<file path="src/rtl/multiplier.sv">
// Sequential IEEE-754 single-precision multiplier.
// Special operands (NaN, infinity, zero) are resolved on the capture edge.
// Normal operands run a 24-step radix-2 shift-and-add, then are normalized.
// Rounding is truncation toward zero and denormals are flushed to zero.
module multiplier (
  input  logic        clk_i,
  input  logic        rst_i,
  input  logic        data_valid_i,
  input  logic        x_sign_i,
  input  logic        y_sign_i,
  input  logic [7:0]  x_exp_i,
  input  logic [7:0]  y_exp_i,
  input  logic [22:0] x_frac_i,
  input  logic [22:0] y_frac_i,
  input  logic        x_infinity_i,
  input  logic        y_infinity_i,
  input  logic        x_nan_i,
  input  logic        y_nan_i,
  output logic        data_valid_o,
  output logic [31:0] z_o,
  output logic        except_invalid_operation_o,
  output logic        except_overflow_o,
  output logic        except_underflow_o
);

  typedef enum logic [1:0] {IDLE, MULTIPLY, NORMALIZE, DONE} state_t;

  state_t             r_state;
  logic               r_sign;
  logic signed [9:0]  r_exp;
  logic [47:0]        r_mcand;
  logic [23:0]        r_mplier;
  logic [47:0]        r_acc;
  logic [4:0]         r_cnt;
  logic [31:0]        r_res_z;
  logic               r_res_inv;
  logic               r_res_ovf;
  logic               r_res_unf;
  logic               r_valid;
  logic [31:0]        r_z;
  logic               r_inv;
  logic               r_ovf;
  logic               r_unf;

  logic               w_sign;
  logic               w_x_zero;
  logic               w_y_zero;
  logic               w_nan;
  logic               w_inf;
  logic               w_zero;
  logic signed [9:0]  w_exp_sum;
  logic signed [9:0]  w_norm_exp;
  logic [22:0]        w_norm_frac;
  logic               w_ovf;
  logic               w_unf;

  // Operand classification and special-case priority (NaN > infinity > zero)
  assign w_sign    = x_sign_i ^ y_sign_i;
  assign w_x_zero  = (x_exp_i == 8'd0);
  assign w_y_zero  = (y_exp_i == 8'd0);
  assign w_nan     = x_nan_i | y_nan_i | (x_infinity_i & w_y_zero) | (y_infinity_i & w_x_zero);
  assign w_inf     = x_infinity_i | y_infinity_i;
  assign w_zero    = w_x_zero | w_y_zero;
  assign w_exp_sum = $signed({2'b00, x_exp_i}) + $signed({2'b00, y_exp_i}) - 10'sd127;

  // Normalization of the finished 48-bit significand product
  assign w_norm_exp  = r_acc[47] ? (r_exp + 10'sd1) : r_exp;
  assign w_norm_frac = r_acc[47] ? r_acc[46:24] : r_acc[45:23];
  assign w_ovf       = (w_norm_exp >= 10'sd255);
  assign w_unf       = (w_norm_exp <= 10'sd0);

  // Control FSM, shift-and-add datapath and registered result outputs
  always_ff @(posedge clk_i or posedge rst_i) begin
    if (rst_i) begin
      r_state   <= IDLE;
      r_sign    <= 1'b0;
      r_exp     <= '0;
      r_mcand   <= '0;
      r_mplier  <= '0;
      r_acc     <= '0;
      r_cnt     <= '0;
      r_res_z   <= '0;
      r_res_inv <= 1'b0;
      r_res_ovf <= 1'b0;
      r_res_unf <= 1'b0;
      r_valid   <= 1'b0;
      r_z       <= '0;
      r_inv     <= 1'b0;
      r_ovf     <= 1'b0;
      r_unf     <= 1'b0;
    end else begin
      r_valid <= 1'b0;
      case (r_state)
        IDLE: begin
          if (data_valid_i) begin
            r_sign    <= w_sign;
            r_exp     <= w_exp_sum;
            r_mcand   <= {24'd0, 1'b1, x_frac_i};
            r_mplier  <= {1'b1, y_frac_i};
            r_acc     <= '0;
            r_cnt     <= '0;
            r_res_inv <= 1'b0;
            r_res_ovf <= 1'b0;
            r_res_unf <= 1'b0;
            if (w_nan) begin
              r_res_z   <= {w_sign, 31'h7fffffff};
              r_res_inv <= 1'b1;
              r_state   <= DONE;
            end else if (w_inf) begin
              r_res_z   <= {w_sign, 8'hff, 23'd0};
              r_state   <= DONE;
            end else if (w_zero) begin
              r_res_z   <= {w_sign, 31'd0};
              r_state   <= DONE;
            end else begin
              r_state   <= MULTIPLY;
            end
          end
        end
        MULTIPLY: begin
          // One multiplier bit per cycle; multiplicand walks left as multiplier walks right
          r_acc    <= r_acc + (r_mplier[0] ? r_mcand : 48'd0);
          r_mcand  <= r_mcand << 1;
          r_mplier <= r_mplier >> 1;
          r_cnt    <= r_cnt + 5'd1;
          if (r_cnt == 5'd23) begin
            r_state <= NORMALIZE;
          end
        end
        NORMALIZE: begin
          r_res_inv <= 1'b0;
          r_res_ovf <= w_ovf;
          r_res_unf <= w_unf;
          if (w_ovf) begin
            r_res_z <= {r_sign, 8'hff, 23'd0};
          end else if (w_unf) begin
            r_res_z <= {r_sign, 31'd0};
          end else begin
            r_res_z <= {r_sign, w_norm_exp[7:0], w_norm_frac};
          end
          r_state <= DONE;
        end
        DONE: begin
          r_z     <= r_res_z;
          r_inv   <= r_res_inv;
          r_ovf   <= r_res_ovf;
          r_unf   <= r_res_unf;
          r_valid <= 1'b1;
          r_state <= IDLE;
        end
        default: r_state <= IDLE;
      endcase
    end
  end

  assign data_valid_o               = r_valid;
  assign z_o                        = r_z;
  assign except_invalid_operation_o = r_inv;
  assign except_overflow_o          = r_ovf;
  assign except_underflow_o         = r_unf;

endmodule
</file>
<file path="config.mk">
export PLATFORM = sky130hd
export DESIGN_NAME = multiplier
export DESIGN_NICKNAME = d
export VERILOG_FILES = /design/src/rtl/multiplier.sv
export SDC_FILE = /design/constraint.sdc
export NUM_CORES = 1
export LEC_CHECK = 0
export CAP_MARGIN = 40
export CORE_UTILIZATION = 45
export DETAILED_ROUTE_END_ITERATION = 7
export REMOVE_ABC_BUFFERS = 1
export SLEW_MARGIN = 20
export SYNTH_ARGS = -nofsm -noshare
export SYNTH_HDL_FRONTEND = slang
export SYNTH_SLANG_ARGS = --single-unit
</file>
<file path="constraint.sdc">
create_clock -name clk_i -period 8.5 [get_ports clk_i]
set_input_delay 1.7 -clock clk_i [delete_from_list [all_inputs] [get_ports clk_i]]
set_output_delay 1.7 -clock clk_i [all_outputs]
set_load 0.05 [all_outputs]
</file>
==> metrics.md, run 1 <==
| Metric | Value |
|---|---|
| Tmin final | `roughly 3.9 ns` |
| Placed Instance Area | `about 14,000 µm²` |
| Largest net degree at the start of global routing | `around 150` |
| Synth Register Bits | `about 210` |
| Worst-Skew Late Latency | `0.51 ns` |
| Mapped Avg Cell Area | `slightly below 10 µm²` |
| Critical Path End Type | `flop` |
| Via count | `9,157` |
| WP data required | `just under 9 ns` |
| Share of layout cells above drive strength 1 | `8.49%` |
| IR drop worst, VDD | `between 200 and 250 µV` |
| Sink Count | `209` |
| Slew @ Worst Pin | `0.821 ns` |
| CP Class | `input port to flop` |
| Status | `finished, violations left` |
| Clk_skew | `between 0.01 and 0.015 ns` |
| Worst-path maximum fanout | `25` |
| Die Y | `about 170 µm` |
| Total core area | `approximately 26,000 µm²` |
| Syn-to-layout area delta | `18.4%` |
| All-Layer GR Usage | `between 10% and 20%` |
| ANT cells | `0` |
| I/O pins | `107` |
| Avg WL per Cell | `between 15 and 20 µm` |
| Total chip power | `around 4.8 mW` |
| Post-synth EDFFs | `0` |
| Min Hold Slack | `between 0.4 and 0.5 ns` |
| Drt first pass iters | `7` |
| Post-CTS setup buffers | `0` |
| Gate Count Post-Synth | `1,223` |
| Setup Viol. Count Final | `0` |
| Crit path buf inv count | `1` |
| Min-delay src | `r_mplier[0]$_DFFE_PP0P_` |
| Synth Cell Area | `12,100 µm²` |
| Filler Cells Inserted | `2,377` |
| Final setup margin | `between 4 and 5 ns` |
| Violated checks | `design-rule violations` |
| TNS Setup | `0 ns` |
| Clock buffer depth | `3` |
| CTS resizes | `0` |
| Die ar. | `~27,000 µm²` |
| Std-Cell Rows | `slightly below 60` |
| RSZ-0062 raised after global routing | `false` |
| # DRC | `16` |
| Seq/Total Area, Yosys | `43.4%` |
| Die Wd | `166 µm` |
| Post-synth top flop | `dfrtp_1` |
| Final nets | `approximately 1,400` |
| CTS tree | `done` |
| Global-route wire length before repair | `around 45,000 µm` |
| Commonest non-fill, non-tap cells in the layout | `209 x dfrtp_1, 153 x nand2_1, 107 x o21ai_0, 106 x clkdlybuf4s50_1, 69 x mux2i_1` |
| Vias in the first global route | `roughly 9,000` |
| Initial Util | `between 40 and 50%` |
| CP Launch Type | `input port` |
| Final Hold Viols | `0` |
| Post-DP HPWL | `approximately 18,000 µm` |
| Pwr dens | `~330 nW/µm²` |
| Ys Warns | `0` |
| F_max | `256 MHz` |
| Largest stage delay, worst path | `0.55 ns` |
| Initial antenna violation count | `0` |
| Delay-heaviest family, CP | `compound AO/OA/AOI/OAI gates` |
| CTS Buf Count | `24` |
| Port Buffer Count | `106` |
| Worst Hold Class | `flop to flop` |
| CTS Root Buffer Type | `clkbuf_16` |
| Final Max Tran Viols | `0` |
| Critical Path Slowest Stage Cell | `clkdlybuf4s50_1` |
| Via/cell ratio | `around 5.5` |
| Grt total ovfl | `0` |
| Clock-pin slew on the worst setup and hold paths | `0.06 ns` |
| Leakage | `about 6 nW` |
| Crit Reg-Reg Startpoint | `r_mplier[0]$_DFFE_PP0P_` |
| H-tree Lvls | `1` |
| Fin util | `54.5%` |
| Crit path DAT | `~4.3 ns` |
| Max cap viols | `0` |
| Synth cell types | `69` |
| Commonest non-fill, non-tap cell in the layout | `dfrtp_1` |
| Hold buffer count at CTS | `0` |
| Post-route cell area | `14,300 µm²` |
| Routability-driven placement congestion ratio | `about 0.8` |
| Post-synthesis async set-or-reset flop share | `100%` |
| Dpl cells | `between 1,500 and 2,000` |
| Non-filler instance count after layout | `around 1,700` |
| Starting DRT DRC Count | `475` |
| Detail Route Antenna Nets | `0` |
| CP cell instances | `clkdlybuf4s50_1, nand2_1, a31oi_1, nand2b_2, o211ai_1, o221a_2` |
| Total wire length | `between 20,000 and 30,000 µm` |
| Period utilization | `a little under half` |
| Setup WS pre-CTS | `roughly 4 ns` |
| Relative slew slack | `a little under half` |
| Worst setup path start | `data_valid_i` |
[cell usage after synthesis (all sizes together) (3+ instances only)]
| cell type | n | area [µm²] |
|---|---|---|
| xor2 | 26 | 228 |
| a21boi | 5 | 37.5 |
| a21o | 17 | 129 |
| mux2 | 39 | 439 |
| o221a | 4 | 45.0 |
| nand2 | 153 | 574 |
| xnor2 | 31 | 272 |
| nor4 | 7 | 43.8 |
| or3 | 3 | 18.8 |
| a32o | 3 | 30.0 |
| a22o | 29 | 254 |
| a31oi | 11 | 68.8 |
| a211o | 3 | 27.5 |
| nor2 | 45 | 169 |
| o21bai | 12 | 93.8 |
| clkbuf | 54 | 203 |
| a221oi | 3 | 26.3 |
| nor3 | 10 | 50.1 |
| a311oi | 3 | 43.8 |
| a211oi | 11 | 92.6 |
| o211ai | 27 | 208 |
| o21ai | 124 | 621 |
| and2 | 48 | 300 |
| nand3 | 13 | 65.1 |
| mux2i | 69 | 691 |
| nand4 | 14 | 87.6 |
| a21oi | 56 | 288 |
| buf | 9 | 37.5 |
| nand2b | 6 | 37.5 |
| or4 | 3 | 22.5 |
| nor2b | 8 | 50.1 |
| ha | 68 | 851 |
| o31a | 5 | 43.8 |
| o31ai | 7 | 57.6 |
| and3 | 4 | 30.0 |
| o21a | 30 | 225 |
| inv | 28 | 105 |
| dfrtp | 209 | 5230 |
[tightest hold or removal path: stages (launching register included)]
cell and delay [ns]:
dfrtp_1 0.34, nand2_1 0.04, o21ai_0 0.06
[metal layers]
| layer | GRT usage [%] | up-vias | routed length, µm |
|---|---|---|---|
| li1 | - | 4599 | - |
| met1 | 26.8 | 4392 | 12700 |
| met2 | 32.3 | 132 | 11600 |
| met3 | 2.49 | 34 | 777 |
| met4 | 4.35 | 0 | 447 |
| met5 | 0 | - | 0 |
[path summary, 6_finish.rpt]
path                                       endpoint  slack (ns)  depth (start not counted)
max in group asynchronous      r_cnt[0]$_DFFE_PP0P_        5.86                          4
hold / removal              r_mplier[0]$_DFFE_PP0P_        0.48                          2
hold reg to reg             r_mplier[0]$_DFFE_PP0P_        0.48                          2
min in group asynchronous  r_mplier[17]$_DFFE_PP0P_        1.59                          2
setup / recovery            r_res_z[29]$_DFFE_PP0P_        4.59                          6
setup reg to reg              r_acc[44]$_DFFE_PP0P_        4.80                         13
[sequential cells by signal, indices dropped and copies added, names as in the netlist, 2 cells and up]
name / count
r_state: 2
r_cnt: 5
r_res_z: 32
r_acc: 48
z_o: 32
r_exp: 10
r_mplier: 24
r_mcand: 48
[layout make-up]
cell class,instances,area (µm²),share of cell area (%)
tap,335,419,2.94
sequential,209,5230,36.6
multi-input combinational,923,6520,45.7
timing repair buffer,118,1240,8.66
clock inverter,6,55.1,0.386
clock buffer,35,703,4.93
inverter,28,113,0.789
[cells by family (layout without fill, tap and decap cells)]
| family | Yosys count | after routing | share of synthesized area [%] |
|---|---|---|---|
| and+or+nand+nor | 318 | 318 | 12.3 |
| adders and majority gates | 70 | 70 | 7.39 |
| buffers and inverters | 91 | 187 | 2.86 |
| muxes | 108 | 108 | 9.37 |
| AOI/OAI and AO/OA | 370 | 370 | 20.6 |
| DFF | 209 | 209 | 43.4 |
| xor gates and xnor gates | 57 | 57 | 4.14 |
[where the power goes]
| part | switching, mW | internal (mW) | total (mW) |
|---|---|---|---|
| clock | 0.387 | 0.599 | 0.985 |
| sequential | 0.250 | 1.37 | 1.62 |
| combinational | 1.29 | 0.871 | 2.16 |
Power figures use the tool's default switching activity.
==> inputs of run 2 (changes only) <==
clock period = 3.8 ns   (was 8.5 ns; I/O delays follow)
==> metrics.md, run 2 (same netlist as run 1, synthesis figures left out) <==
| Metric | Value |
|---|---|
| Avg WL per Cell | `around 16 µm` |
| Final nets | `around 1,500` |
| Min Hold Slack | `0.480 ns` |
| Worst Hold Class | `flop to flop` |
| Leakage | `slightly above 6 nW` |
| Critical Path Slowest Stage Cell | `dfrtp_2` |
| Sequential group share of total power | `roughly a third` |
| Largest stage delay, worst path | `0.54 ns` |
| CTS resizes | `0` |
| Multi-input gate area | `about 6500 µm²` |
| Critical Path End Type | `flop` |
| WP data required | `about 4.2 ns` |
| Via count | `roughly 9,300` |
| IR drop worst, VDD | `roughly 330 µV` |
| CP Launch Type | `flop` |
| Slew @ Worst Pin | `0.769 ns` |
| Fin util | `55.5%` |
| Non-filler instance count after layout | `1,676` |
| Commonest non-fill, non-tap cell in the layout | `dfrtp_1` |
| Period utilization | `between 90% and 100%` |
| Filler Cells Inserted | `around 2,400` |
| Clock buffer depth | `3` |
| Flop-to-flop setup slack | `between 0.3 and 0.4 ns` |
| Worst path most repeated cell | `a211oi_2` |
| Hold buffer count at CTS | `0` |
| Violated checks | `design-rule violations` |
| Syn-to-layout area delta | `20.7%` |
| Global-route wire length before repair | `45,600 µm` |
| Port Buffer Count | `106` |
| Sink Count | `209` |
| Grt total ovfl | `0` |
| Via/cell ratio | `about 5.5` |
| Clk_skew | `0.0105 ns` |
| CP cell instances | `buf_12, and2_1, ha_1, nand4_1, nor3_1, nand2_1, a211o_1, and3_4, a211oi_2, or4_1, a211oi_2, a2111o_1` |
| Combined flip-flop and latch cell area | `~5200 µm²` |
| Setup WS pre-CTS | `0.222 ns` |
| Detail Route Antenna Nets | `0` |
| Worst-path maximum fanout | `19` |
| Vias in the first global route | `about 9,200` |
| RSZ-0062 raised after global routing | `false` |
| Final Max Tran Viols | `0` |
| # DRC | `16` |
| Placed Instance Area | `between 10,000 and 15,000 µm²` |
| Register-to-Register Path Depth | `12` |
| ANT cells | `0` |
| Clock-pin slew on the worst setup and hold paths | `around 0.06 ns` |
| Die ar. | `approximately 27,000 µm²` |
| NetSw | `around 4.4 mW` |
| Die Y | `166 µm` |
| Relative slew slack | `between 40 and 50%` |
| Die Wd | `around 170 µm` |
| Total core area | `between 20,000 and 30,000 µm²` |
| Routability-driven placement congestion ratio | `0.851` |
| CTS tree | `done` |
| Share of layout cells above drive strength 1 | `slightly above 10%` |
| Post-DP HPWL | `~19,000 µm` |
| Std-Cell Rows | `a little under 60` |
| CTS Root Buffer Type | `clkbuf_16` |
| Final setup margin | `0.354 ns` |
| Initial Util | `between 40% and 50%` |
| Total wire length | `between 20,000 and 30,000 µm` |
| Switching Fraction | `between 30% and 40%` |
| Max cap viols | `0` |
| Initial antenna violation count | `0` |
| F_max | `290 MHz` |
| Largest net degree at the start of global routing | `97` |
| Regs by FF count | `r_acc: 48 flops, r_mcand: 48 flops` |
| Post-route cell area | `14,500 µm²` |
| Power share of the combinational group | `a little over two fifths` |
| H-tree Lvls | `1` |
| Setup Viol. Count Final | `0` |
| Status | `finished, violations left` |
| Clock power share | `about 23%` |
| Hold path cells | `2` |
| CTS Buf Count | `25` |
| Tmin final | `between 3 and 4 ns` |
| All-Layer GR Usage | `19.5%` |
| P_int | `~6.7 mW` |
| Commonest non-fill, non-tap cells in the layout | `208 x dfrtp_1, 153 x nand2_1, 107 x o21ai_0, 106 x clkdlybuf4s50_1, 69 x mux2i_1` |
| CP Class | `flop to flop` |
| Drt first pass iters | `8` |
| Starting DRT DRC Count | `500` |
| I/O pins | `107` |
| Dpl cells | `between 1,500 and 2,000` |
| Crit path DAT | `between 3 and 4 ns` |
| Post-CTS setup buffers | `0` |
| Final Hold Viols | `0` |
| Pwr dens | `between 700 and 800 nW/µm²` |
| Worst-Skew Late Latency | `between 0.5 and 0.6 ns` |
-- run 2: cell count changes in the layout (fill, tap and decap cells not counted), sizes merged --
cell / before / now
bufinv: 1 / 5
clkinv: 5 / 4
clkinvlp: 0 / 2
buf: 12 / 31
clkbuf: 35 / 33
-- run 2: cell type report --
cell class	count	area share, %
clock buffers	33	4.85
clock inverters	11	1.27
inverters	28	0.774
multi-input cells	923	44.8
flip-flops and latches	209	36.0
well taps	335	2.88
repair buffers	137	9.49
-- run 2: through the flow --
| step | power, mW | setup TNS, ns |
|---|---|---|
| after CTS | 11.2 | 0 |
| after global placement | 8.50 | 0 |
| after floorplan | 7.15 | -1386.23 |
| after global routing | 11.9 | 0 |
| final | 11.1 | 0 |
| after detailed placement | 8.61 | 0 |
-- run 2: power by group through the flow --
stage | Clock (mW) | Combinational [mW] | Sequential, mW
floorplan | 0 | 3.00 | 4.15
global placement | 0 | 4.81 | 3.69
detailed placement | 0 | 4.90 | 3.71
CTS | 2.63 | 4.92 | 3.67
global route | 2.72 | 5.40 | 3.79
finish | 2.56 | 4.86 | 3.66
-- run 2: layer usage --
metal	vias to the layer above	part of all wire, %	global-route usage, %
li1	4645	-	-
met1	4474	50	28.4
met2	152	45	31.1
met3	25	3.6	2.49
met4	0	1.3	4.27
met5	-	0	0
-- run 2: critical path: cells and delay by family, from the launching register on --
kind | cells | cell delay, ns
compound gates | 4 | 1.05
fa+ha+maj | 1 | 0.37
simple gates | 6 | 1.15
buf+inv | 1 | 0.20
flops | 1 | 0.54
-- run 2: path summary, 6_finish.rpt --
kind	endpoint	from
max	r_acc[47]$_DFFE_PP0P_	r_mplier[0]$_DFFE_PP0P_
min	r_mplier[2]$_DFFE_PP0P_	r_mplier[2]$_DFFE_PP0P_
max reg2reg	r_acc[47]$_DFFE_PP0P_	r_mplier[0]$_DFFE_PP0P_
min reg2reg	r_mplier[2]$_DFFE_PP0P_	r_mplier[2]$_DFFE_PP0P_
max in group asynchronous	r_exp[9]$_DFFE_PP0P_	rst_i
min in group asynchronous	r_mplier[17]$_DFFE_PP0P_	rst_i
